--- src/rtl/slow_rate_bridge.sv ---
// Rate-matching FIFO: full-rate pushes, one pop per slow strobe into a held output register.
// Optional macro SLOW_BRIDGE_STB_EDGE_EN treats stb as a level and pops on its rising edge.
module slow_rate_bridge #(
   parameter int DW         = 32,
   parameter int DEPTH_LOG2 = 2
) (
   input  logic                  clk,
   input  logic                  rst,
   input  logic                  in_valid,
   input  logic [DW-1:0]         in_data,
   output logic                  in_ready,
   input  logic                  stb,
   output logic                  out_valid,
   output logic [DW-1:0]         out_data,
   output logic [DEPTH_LOG2:0]   fill
);

   localparam int DEPTH = 2 ** DEPTH_LOG2;
   localparam logic [DEPTH_LOG2:0] FULL = (DEPTH_LOG2 + 1)'(DEPTH);

   logic [DW-1:0]         mem [DEPTH];
   logic [DEPTH_LOG2-1:0] wptr;
   logic [DEPTH_LOG2-1:0] rptr;
   logic                  pop;
   logic                  push;
   logic                  pop_ok;

`ifdef SLOW_BRIDGE_STB_EDGE_EN
   logic stb_d;

   always_ff @(posedge clk) begin
      if (rst) begin
         stb_d <= 1'b0;
      end else begin
         stb_d <= stb;
      end
   end

   assign pop = stb & ~stb_d;
`else
   assign pop = stb;
`endif

   assign in_ready = (fill != FULL);
   assign push     = in_valid & in_ready;
   // An empty FIFO underruns even if a word is being pushed this same cycle.
   assign pop_ok   = pop & (fill != '0);

   always_ff @(posedge clk) begin
      if (push) begin
         mem[wptr] <= in_data;
      end
   end

   always_ff @(posedge clk) begin
      if (rst) begin
         wptr      <= '0;
         rptr      <= '0;
         fill      <= '0;
         out_valid <= 1'b0;
         out_data  <= '0;
      end else begin
         if (push) begin
            wptr <= wptr + 1'b1;
         end
         if (pop) begin
            out_valid <= pop_ok;
         end
         if (pop_ok) begin
            out_data <= mem[rptr];
            rptr     <= rptr + 1'b1;
         end
         case ({push, pop_ok})
            2'b10:   fill <= fill + 1'b1;
            2'b01:   fill <= fill - 1'b1;
            default: fill <= fill;
         endcase
      end
   end

endmodule
--- config.mk ---
export PLATFORM = sky130hd
export DESIGN_NAME = slow_rate_bridge
export DESIGN_NICKNAME = d
export VERILOG_FILES = /design/src/rtl/slow_rate_bridge.sv
export SDC_FILE = /design/constraint.sdc
export NUM_CORES = 1
export LEC_CHECK = 0
export BUFFER_PORTS_ARGS = -buffer_cell sky130_fd_sc_hd__buf_2
export CAP_MARGIN = 10
export CORE_MARGIN = 4
export CORE_UTILIZATION = 55
export DETAILED_ROUTE_END_ITERATION = 16
export HOLD_SLACK_MARGIN = 0.05
export PLACE_DENSITY = 0.76
export SLEW_MARGIN = 20
export SYNTH_ARGS = -nofsm -noshare
export SYNTH_HDL_FRONTEND = slang
export SYNTH_SLANG_ARGS = --single-unit
--- constraint.sdc ---
create_clock -name clk -period 2.6 [get_ports clk]
set_clock_uncertainty 0.05 [all_clocks]
set_input_delay 0.26 -clock clk [delete_from_list [all_inputs] [get_ports clk]]
set_output_delay 0.26 -clock clk [all_outputs]
set_load 0.05 [all_outputs]
==> results.ini <==
[status]
status = finished clean

[yosys]
yosys-top-cells-area = edfxtp_1 63%, dfxtp_1 13%, mux4_2 10%, a22o_1 4.6%, mux4_1 1.7%
syn_nets = 334
ys_warn_count = 0
synth.most_common_cell = edfxtp_1
async_flop_share = 0
synth_top_area_cell = edfxtp_1
ys_seq_area_frac = 0.760
ys_seq_elements = 168
synth_commonest_cells = 128 x edfxtp_1, 40 x dfxtp_1, 32 x a22o_1, 28 x mux4_2
netlist_area_mm2 = 0.00611
synth.avg_cell_area_um2 = 20.9
synthCells = 292
synth_edf_count = 128
ys.flop_type = edfxtp_1
synth_cell_types = 29
synth_top_area_frac = 0.629

[route]
dr.pass1.iters = 4
vias_per_cell = 5.52
wl_per_cell_um = 19.7
vias = 3096
drc = 0
ant_nets = 0
wl_um = 11100
drt_iter0_drc = 241

[global_route]
antenna_found_initial = 0
grt_max_degree = 33
grt_pass1_wl_um = 17300
grt_use_total = 0.184
grt-ovfl-total = 0
grt_pass1_vias = 3304

[pwr]
p_leak_nw = 2.72
power_density_mw_per_mm2 = 1050
max-vdd-ir-drop_v = 0.000841

[final_layout]
antenna_cells = 0
final_nets = 450
drive_gt1_frac = 0.337
fin_util = 0.692
syn_to_final_growth_pct = 22.7

[clock_tree]
cts_max_level = 4
cts-resized-gates = 0
cts.sinks = 168
cts_tree = done
root_buffer = clkbuf_8
clk_pin_slew_ns = 0.06
numCtsBuffers = 17
clock_path_buffers = 2
worstSkewPairLatency_ns = 0.55

[worst_setup_path]
worstPathRequired_ns = 3.03
crit_family = simple AND/OR/NAND/NOR gates
start_kind = register
crit_arrival_ns = 2.83
critPathBufInv = 1
end_kind = register
path_cells = or3b_1, nand2_1, ha_1, inv_1, fa_1, xor2_1, or3_1, a21oi_1
critPathMaxStageDelay_ns = 0.54
slowest_stage = or3b_1
crit_type = reg2reg
cp_max_fo = 10

[floorplan]
num_rows = 38
io_pins = 73
fp.coreArea_mm2 = 0.0108
initial_core_util = 0.564
dieArea_mm2 = 0.0129
die_w_um = 113
die_h_um = 113

[job]
cap_viol_max_count = 0

[sta]
hold_violations = 0
finalCriticalPeriod_ns = 2.40
worst_slew_pin_slew_ns = 0.907
clock.fmax_mhz = 416
rsz0062_at_grt = no
period_share = 0.924
tns_ns = 0
maxSlewHeadroom = 0.395
finalSetupViolCount = 0
slew_violations = 0

[placed_design]
gp_congestion = 0.774
hpwl_um = 6340
io_buffers = 72

[hold_path]
hp-class = in2reg

==> state kept, by name, indices dropped and copies added, names as in the netlist <==
signal	flops
wptr	2
fill	3
out_valid	1
rptr	2
mem	128
out_data	32
==> worst register-to-register path: stages (launching register included) <==
cell	delay (ns)
dfxtp_1	0.37
or3b_1	0.54
nand2_1	0.13
ha_1	0.19
inv_1	0.06
fa_1	0.37
xor2_1	0.16
or3_1	0.32
a21oi_1	0.15
==> repair_timing <==
item                                   in CTS  in global routing
endpoints found under the hold margin     136                  0
hold buffers                               36                  0
buffers inserted                            0                  0
==> area by class of cell <==
type                       count  area (µm²)
clock buffer                  21         439
clock inverter                11         130
fill                         695        3340
inverter                       6        22.5
multi-input combinational    101        1310
sequential                   168        4650
tap                          140         175
timing repair buffer         114         778
==> final timing paths <==
kind	from	endpoint	slack, ns	depth (start not counted)
setup / recovery	fill[0]$_SDFFE_PP0P_	fill[2]$_SDFFE_PP0P_	0.20	8
hold / removal	in_data[10]	mem[2][10]$_DFFE_PP_	0.41	2
setup reg to reg	fill[0]$_SDFFE_PP0P_	fill[2]$_SDFFE_PP0P_	0.20	8
hold reg to reg	out_data[21]$_SDFFE_PP0P_	out_data[21]$_SDFFE_PP0P_	0.42	1
==> cell families after synthesis <==
| group | Yosys count | synth area share |
|---|---|---|
| compound gates | 42 | 0.0567 |
| buf+inv | 23 | 0.0283 |
| fa+ha+maj | 6 | 0.0135 |
| simple gates | 17 | 0.0154 |
| mux | 32 | 0.120 |
| xor+xnor | 4 | 0.00573 |
| flops | 168 | 0.760 |
==> placed cells by master (no fill, tap or decap), types with 2 or more instances in the layout <==
cell	instances
edfxtp_1	128
buf_2	72
dfxtp_1	37
dlygate4sd3_1	36
a22o_1	32
mux4_2	28
clkbuf_16	16
inv_1	5
nor2_1	5
a21oi_1	5
ha_1	5
buf_4	5
and3_2	4
mux4_1	4
clkinv_1	4
xor2_1	3
clkbuf_1	3
bufinv_16	3
dfxtp_2	3
nor2_4	2
a21o_1	2
nand3_1	2
clkbuf_8	2
clkinv_2	2
clkinvlp_4	2
==> per-layer routing <==
metal  routed length [µm]  track usage  up-vias
li1                     -            -     1428
met1                 4470        0.224     1565
met2                 5870        0.312       88
met3                  573       0.0578       15
met4                  136       0.0721        0
met5                    0            0        -
==> metrics by stage <==
step | hold WS (ns) | power (mW) | setup slack, ns | cell area, µm² | instances
detailed placement | 0.411 | 5.47 | 0.213 | 6570 | 493
global placement | 0.405 | 5.41 | 0.330 | 6570 | 493
global route | 0.415 | 8.17 | 0.0776 | 7500 | 561
floorplan | 0.309 | 5.06 | 0.0498 | 6110 | 292
finish | 0.412 | 7.86 | 0.197 | 7500 | 561
CTS | 0.386 | 7.93 | 0.199 | 7500 | 561
==> power by group <==
group / switching, mW / total (mW) / internal (mW)
Combinational: 1.19 / 1.95 / 0.758
Sequential: 0.230 / 3.48 / 3.25
Clock: 0.951 / 2.42 / 1.47
Total: 2.37 / 7.86 / 5.48
Power figures use the tool's default switching activity.
